## config.mk

```make
export PLATFORM = sky130hd
export DESIGN_NAME = truth_table_sweeper_flat
export DESIGN_NICKNAME = d
export VERILOG_FILES = /design/src/rtl/truth_table_sweeper_if.sv /design/src/rtl/truth_table_sweeper.sv /design/src/flat_wrapper.sv
export SDC_FILE = /design/constraint.sdc
export NUM_CORES = 1
export LEC_CHECK = 0
export ABC_CLOCK_PERIOD_IN_PS = 2300
export CELL_PAD_IN_SITES_DETAIL_PLACEMENT = 1
export CELL_PAD_IN_SITES_GLOBAL_PLACEMENT = 2
export CORE_UTILIZATION = 30
export CTS_BUF_LIST = sky130_fd_sc_hd__clkbuf_16
export DETAILED_ROUTE_END_ITERATION = 6
export GPL_ROUTABILITY_DRIVEN = 1
export PLACE_DENSITY_LB_ADDON = 0.12
export SLEW_MARGIN = 20
export SYNTH_ARGS = -nofsm -noshare
export SYNTH_HDL_FRONTEND = slang
export SYNTH_SLANG_ARGS = --single-unit
```

## constraint.sdc

```tcl
create_clock -name clk -period 2.3 [get_ports clk]
set_input_delay 0.23 -clock clk [delete_from_list [all_inputs] [get_ports clk]]
set_output_delay 0.23 -clock clk [all_outputs]
set_load 0.02 [all_outputs]
```

## src/rtl/truth_table_sweeper_if.sv

```systemverilog
// Stimulus/capture bundle between a truth-table sweeper and whoever starts it
// and supplies the combinational response y.
interface truth_table_sweeper_if #(
  parameter int unsigned N_IN = 3
);
  logic                   start;
  logic [N_IN-1:0]        stim;
  logic                   y;
  logic                   busy;
  logic                   done;
  logic                   pass;
  logic [(2**N_IN)-1:0]   table_out;
  logic [N_IN:0]          err_count;
  logic [N_IN-1:0]        first_err;

  // Controller/response side: requests sweeps and closes the loop on y.
  modport master (
    output start, y,
    input  stim, busy, done, pass, table_out, err_count, first_err
  );

  modport slave (
    input  start, y,
    output stim, busy, done, pass, table_out, err_count, first_err
  );
endinterface

```

## src/rtl/truth_table_sweeper.sv

```systemverilog
// Sweeps every input vector into a combinational circuit, captures its one-bit
// response per vector and grades the resulting truth table against EXPECTED.
module truth_table_sweeper #(
  parameter int unsigned            N_IN     = 3,
  parameter int unsigned            HOLD     = 4,
  parameter logic [(2**N_IN)-1:0]   EXPECTED = 8'b1001_0110
) (
  input logic                  clk,
  input logic                  rst_n,
  truth_table_sweeper_if.slave bus
);

  localparam int unsigned NVec  = 2 ** N_IN;
  localparam int unsigned HoldW = (HOLD > 1) ? $clog2(HOLD) : 1;
  localparam int unsigned ErrW  = N_IN + 1;

  localparam logic [HoldW-1:0] HoldMax = HoldW'(HOLD - 1);
  localparam logic [N_IN-1:0]  IdxMax  = N_IN'(NVec - 1);

  typedef enum logic [1:0] {StIdle, StRun, StDone} state_e;

  state_e            state_q, state_d;
  logic [N_IN-1:0]   stim_q, stim_d;
  logic [N_IN-1:0]   idx_q, idx_d;
  logic [HoldW-1:0]  hold_cnt_q, hold_cnt_d;
  logic              busy_q, busy_d;
  logic              done_q, done_d;
  logic              pass_q, pass_d;
  logic [NVec-1:0]   table_out_q, table_out_d;
  logic [ErrW-1:0]   err_count_q, err_count_d;
  logic [N_IN-1:0]   first_err_q, first_err_d;
  logic              mismatch;

  assign mismatch = (bus.y != EXPECTED[idx_q]);

  always_comb begin
    state_d     = state_q;
    stim_d      = stim_q;
    idx_d       = idx_q;
    hold_cnt_d  = hold_cnt_q;
    busy_d      = busy_q;
    done_d      = done_q;
    pass_d      = pass_q;
    table_out_d = table_out_q;
    err_count_d = err_count_q;
    first_err_d = first_err_q;

    unique case (state_q)
      StIdle: begin
        if (bus.start) begin
          state_d     = StRun;
          busy_d      = 1'b1;
          idx_d       = '0;
          stim_d      = '0;
          hold_cnt_d  = '0;
          table_out_d = '0;
          err_count_d = '0;
          first_err_d = '0;
          pass_d      = 1'b0;
        end
      end
      StRun: begin
        if (hold_cnt_q != HoldMax) begin
          hold_cnt_d = hold_cnt_q + HoldW'(1);
        end else begin
          hold_cnt_d         = '0;
          table_out_d[idx_q] = bus.y;
          if (mismatch) begin
            err_count_d = err_count_q + ErrW'(1);
            if (err_count_q == '0) first_err_d = idx_q;
          end
          if (idx_q != IdxMax) begin
            idx_d  = idx_q + N_IN'(1);
            stim_d = stim_q + N_IN'(1);
          end else begin
            state_d = StDone;
            busy_d  = 1'b0;
            done_d  = 1'b1;
            stim_d  = '0;
            // Grade on the updated count so the last vector's miss is included.
            pass_d  = (err_count_d == '0);
          end
        end
      end
      StDone: begin
        state_d = StIdle;
        done_d  = 1'b0;
      end
      default: state_d = StIdle;
    endcase
  end

  always_ff @(posedge clk or negedge rst_n) begin
    if (!rst_n) begin
      state_q     <= StIdle;
      stim_q      <= '0;
      idx_q       <= '0;
      hold_cnt_q  <= '0;
      busy_q      <= 1'b0;
      done_q      <= 1'b0;
      pass_q      <= 1'b0;
      table_out_q <= '0;
      err_count_q <= '0;
      first_err_q <= '0;
    end else begin
      state_q     <= state_d;
      stim_q      <= stim_d;
      idx_q       <= idx_d;
      hold_cnt_q  <= hold_cnt_d;
      busy_q      <= busy_d;
      done_q      <= done_d;
      pass_q      <= pass_d;
      table_out_q <= table_out_d;
      err_count_q <= err_count_d;
      first_err_q <= first_err_d;
    end
  end

  assign bus.stim      = stim_q;
  assign bus.busy      = busy_q;
  assign bus.done      = done_q;
  assign bus.pass      = pass_q;
  assign bus.table_out = table_out_q;
  assign bus.err_count = err_count_q;
  assign bus.first_err = first_err_q;

endmodule

```

## src/flat_wrapper.sv

```systemverilog
// flat-port wrapper written by rule: the top's interface ports become plain ports
module truth_table_sweeper_flat 
#(
  parameter int unsigned            N_IN     = 3,
  parameter int unsigned            HOLD     = 4,
  parameter logic [(2**N_IN)-1:0]   EXPECTED = 8'b1001_0110
)
  (clk, rst_n, bus_start, bus_y, bus_stim, bus_busy, bus_done, bus_pass, bus_table_out, bus_err_count, bus_first_err);
  truth_table_sweeper_if #(.N_IN(N_IN)) bus_i ();
  input logic clk;
  input logic rst_n;
  input wire logic [$bits(bus_i.start)-1:0] bus_start;
  input wire logic [$bits(bus_i.y)-1:0] bus_y;
  output wire logic [$bits(bus_i.stim)-1:0] bus_stim;
  output wire logic [$bits(bus_i.busy)-1:0] bus_busy;
  output wire logic [$bits(bus_i.done)-1:0] bus_done;
  output wire logic [$bits(bus_i.pass)-1:0] bus_pass;
  output wire logic [$bits(bus_i.table_out)-1:0] bus_table_out;
  output wire logic [$bits(bus_i.err_count)-1:0] bus_err_count;
  output wire logic [$bits(bus_i.first_err)-1:0] bus_first_err;
  assign bus_i.start = bus_start;
  assign bus_i.y = bus_y;
  assign bus_stim = bus_i.stim;
  assign bus_busy = bus_i.busy;
  assign bus_done = bus_i.done;
  assign bus_pass = bus_i.pass;
  assign bus_table_out = bus_i.table_out;
  assign bus_err_count = bus_i.err_count;
  assign bus_first_err = bus_i.first_err;
  truth_table_sweeper #(.N_IN(N_IN), .HOLD(HOLD), .EXPECTED(EXPECTED)) u_core (.clk(clk), .rst_n(rst_n), .bus(bus_i));
endmodule
```

==> results of run 1 <==
## cell families (layout without fill, tap and decap cells)
kind of cell | after synthesis | count (layout)
simple gates | 33 | 33
buf+inv | 12 | 35
flops | 28 | 28
compound gates | 53 | 53
fa+ha+maj | 6 | 6
mux | 3 | 3
xor+xnor | 2 | 2
## cell type report
class | instances | area share
sequential | 28 | 0.394
clock buffer | 3 | 0.0422
inverter | 6 | 0.0127
multi-input combinational | 97 | 0.371
tap | 52 | 0.0366
timing repair buffer | 26 | 0.144
## registers in the layout, summed over array words and instances, names as in the netlist
| register | flops |
|---|---|
| u_core.bus.table_out | 8 |
| u_core.bus.stim | 3 |
| u_core.hold_cnt_q | 2 |
| u_core.bus.err_count | 4 |
| u_core.bus.busy | 1 |
| u_core.bus.first_err | 3 |
| u_core.bus.pass | 1 |
| u_core.state_q | 2 |
| u_core.bus.done | 1 |
| u_core.idx_q | 3 |
## critical path: cells and delay by family (launching register included)
family / cells / cell delay (ns)
XOR/XNOR: 2 / 0.66
adder cells (fa/ha/maj): 1 / 0.32
AND/OR/NAND/NOR: 1 / 0.13
AO/OA/AOI/OAI: 1 / 0.22
flip-flops: 1 / 0.56
## layer usage
metal	part of all wire	global-route usage
met4	0.016	0.0600
met1	0.49	0.216
met3	0.021	0.0214
met2	0.47	0.262
met5	0	0
## path summary, 6_finish.rpt
path                                      endpoint          startpoint  slack (ns)
hold reg to reg                 u_core.bus.stim[2]  u_core.bus.stim[2]        0.49
setup reg to reg                   u_core.bus.pass     u_core.idx_q[1]        0.31
setup / recovery                   u_core.bus.pass     u_core.idx_q[1]        0.31
hold / removal             u_core.bus.table_out[4]               rst_n        0.36
max in group asynchronous        u_core.state_q[0]               rst_n        1.68
min in group clk                u_core.bus.stim[2]  u_core.bus.stim[2]        0.49
## report_power, final
part	leakage (nW)	total (mW)	internal, mW	switching (mW)
Clock	0.0370	0.394	0.231	0.163
Sequential	0.358	0.878	0.688	0.190
Combinational	0.352	1.37	0.642	0.726
Total	0.747	2.64	1.56	1.08
## per-stage QoR
| step | area [um^2] | worst slack, ns |
|---|---|---|
| 3_5_place_dp | 1700 | 0.310 |
| 4_1_cts | 1780 | 0.297 |
| 2_1_floorplan | 1410 | 0.530 |
| 5_1_grt | 1780 | 0.143 |
| 6_report | 1780 | 0.311 |
| 3_3_place_gp | 1700 | 0.360 |
## cell usage after synthesis
| library cell | instances | area, um^2 |
|---|---|---|
| o21a_1 | 3 | 22.5 |
| nand4_1 | 2 | 12.5 |
| buf_2 | 1 | 5.00 |
| xor2_1 | 1 | 8.76 |
| nand2_1 | 12 | 45.0 |
| mux2_2 | 1 | 11.3 |
| buf_4 | 1 | 7.51 |
| nand3b_1 | 1 | 7.51 |
| or3b_1 | 2 | 17.5 |
| o22a_1 | 1 | 8.76 |
| a211oi_1 | 1 | 7.51 |
| nand2b_1 | 3 | 18.8 |
| and3_2 | 1 | 7.51 |
| nor3_1 | 2 | 10.0 |
| dfrtp_1 | 28 | 701 |
| o211ai_1 | 1 | 7.51 |
| a22o_2 | 3 | 30.0 |
| mux2i_1 | 2 | 20.0 |
| xor3_2 | 1 | 25.0 |
| a31oi_1 | 5 | 31.3 |
| nand3b_4 | 1 | 20.0 |
| o21ai_1 | 1 | 5.00 |
| o31ai_1 | 4 | 30.0 |
| a22o_1 | 3 | 26.3 |
| clkbuf_1 | 4 | 15.0 |
| a21oi_1 | 4 | 20.0 |
| a32o_1 | 1 | 10.0 |
| inv_1 | 6 | 22.5 |
| a211oi_2 | 1 | 12.5 |
| nor2b_1 | 3 | 18.8 |
| o21ai_0 | 25 | 125 |
| nor2_1 | 5 | 18.8 |
| or2_1 | 1 | 6.26 |
| ha_1 | 6 | 75.1 |
==> results.sh, run 1 <==
export IMPL_status="complete, but fails checks"
export IMPL_violations="design-rule violations"
export IMPL_die_w_um=70.6
export IMPL_fin_crit_sh=0.865
export IMPL_finalPower_mw=2.64
export IMPL_rr_worst_depth=5
export IMPL_synth_compound_area_share=0.239
export IMPL_ctsLongestPathBuffers=2
export IMPL_vias=1124
export IMPL_crit_path_start_kind="register"
export IMPL_drv_slew=0
export IMPL_final_cell_mix="dfrtp_1, o21ai_0, clkdlybuf4s50_1, nand2_1"
export IMPL_drt_pass1_iterations=6
export IMPL_initialDrtViolationCount=59
export IMPL_yosysWarnings=0
export IMPL_syn_num_nets=147
export IMPL_wl_per_cell_um=16.4
export IMPL_yosys_cell_types_count=34
export IMPL_initial_core_util=0.317
export IMPL_slowest_delay_ns=0.56
export IMPL_cts_root_buf="clkbuf_16"
export IMPL_power_density_mw_per_mm2=1480
export IMPL_grt_usage=0.159
export IMPL_avgViaCountPerCell=5.30
export IMPL_synth_simple_area_share=0.130
export IMPL_path_clk_slew_ns=0.07
export IMPL_dp_cells=209
export IMPL_antenna_found_initial=0
export IMPL_tns_ns=0
export IMPL_crit_chain="ha_1 > xor3_2 > nand4_1 > xor2_1 > a32o_1"
export IMPL_setup_viol=0
export IMPL_final_common_cell="dfrtp_1"
export IMPL_ctsResizeCount=0
export IMPL_grt_pass1_wl_um=6110
export IMPL_path_class="reg -> reg"
export IMPL_hold_worst_slack_ns=0.355
export IMPL_rsz0062_at_grt="no"
export IMPL_slowest_stage="dfrtp_1"
export IMPL_synth_top_family_by_area="compound AO/OA/AOI/OAI gates"
export IMPL_synth_seq_cells=28
export IMPL_ys_seq_area_frac=0.497
export IMPL_multi_input_area_um2=659
export IMPL_numPortBuffers=24
export IMPL_cts_tree="built"
export IMPL_dieArea_mm2=0.00498
export IMPL_worst_ir_drop_vdd_uv=428
export IMPL_grt_pass1_vias=1215
export IMPL_die_h_um=70.6
export IMPL_critPathMaxFanout=12
export IMPL_slew_headroom=0.669
export IMPL_post_cts_buffers=0
export IMPL_num_rows=24
export IMPL_crit_arrival_ns=2.14
export IMPL_finalNonFillerCells=212
export IMPL_seqCellArea_um2=701
export IMPL_cts_buffers=3
export IMPL_grt_overflow_total=0
export IMPL_pin_count=25
export IMPL_fin_util=0.400
export IMPL_core_mm2=0.00444
export IMPL_cp_required_ns=2.45
export IMPL_place_congestion=0.733
export IMPL_grt_max_degree=29
export IMPL_synth_xor_area_frac=0.0240
export IMPL_cts_hold_buf=0
export IMPL_leakage_nw=0.747
export IMPL_yosys_area_share_adder=0.0532
export IMPL_endpoint_kind="register"
export IMPL_skew_ns=0.00317
export IMPL_drtAntennaViolNets=0
export IMPL_wl_um=3470
export IMPL_worst_pin_slew_ns=0.496
export IMPL_drc_errors=3
export IMPL_syn_area_mm2=0.00141
export IMPL_drv_cap=0
export IMPL_cts_sinks=28
export IMPL_min_path_type="in -> async"
export IMPL_synth_area_per_cell_um2=10.3
export IMPL_fillCellCount=522
export IMPL_nets=172
export IMPL_finalCriticalPeriod_ns=1.99
export IMPL_htreeDepth=1
export IMPL_drive_gt1_frac=0.0813
export IMPL_syn_inst=137
export IMPL_area_delta_synth_final_pct=26.1
export IMPL_worstSkewPairLatency_ns=0.26
export IMPL_place_hpwl_um=2470
export IMPL_diodes=0
export IMPL_synthMuxAreaShare=0.0222
export IMPL_max_clock_freq_ghz=0.503
export IMPL_finalHoldViolations=0
Note: power is estimated with default switching activity, not from simulation.
==> run 2, diff against run 1 <==
--- a/config.mk
+++ b/config.mk
@@ -6,10 +6,12 @@
 export NUM_CORES = 1
 export LEC_CHECK = 0
 export ABC_CLOCK_PERIOD_IN_PS = 2300
+export CAP_MARGIN = 20
 export CELL_PAD_IN_SITES_DETAIL_PLACEMENT = 1
 export CELL_PAD_IN_SITES_GLOBAL_PLACEMENT = 2
 export CORE_UTILIZATION = 30
 export CTS_BUF_LIST = sky130_fd_sc_hd__clkbuf_16
+export CTS_CLUSTER_SIZE = 14
 export DETAILED_ROUTE_END_ITERATION = 6
 export GPL_ROUTABILITY_DRIVEN = 1
 export PLACE_DENSITY_LB_ADDON = 0.12
==> results of run 2 <==
The final DEF is identical to that of run 1; final timing and power are the same.
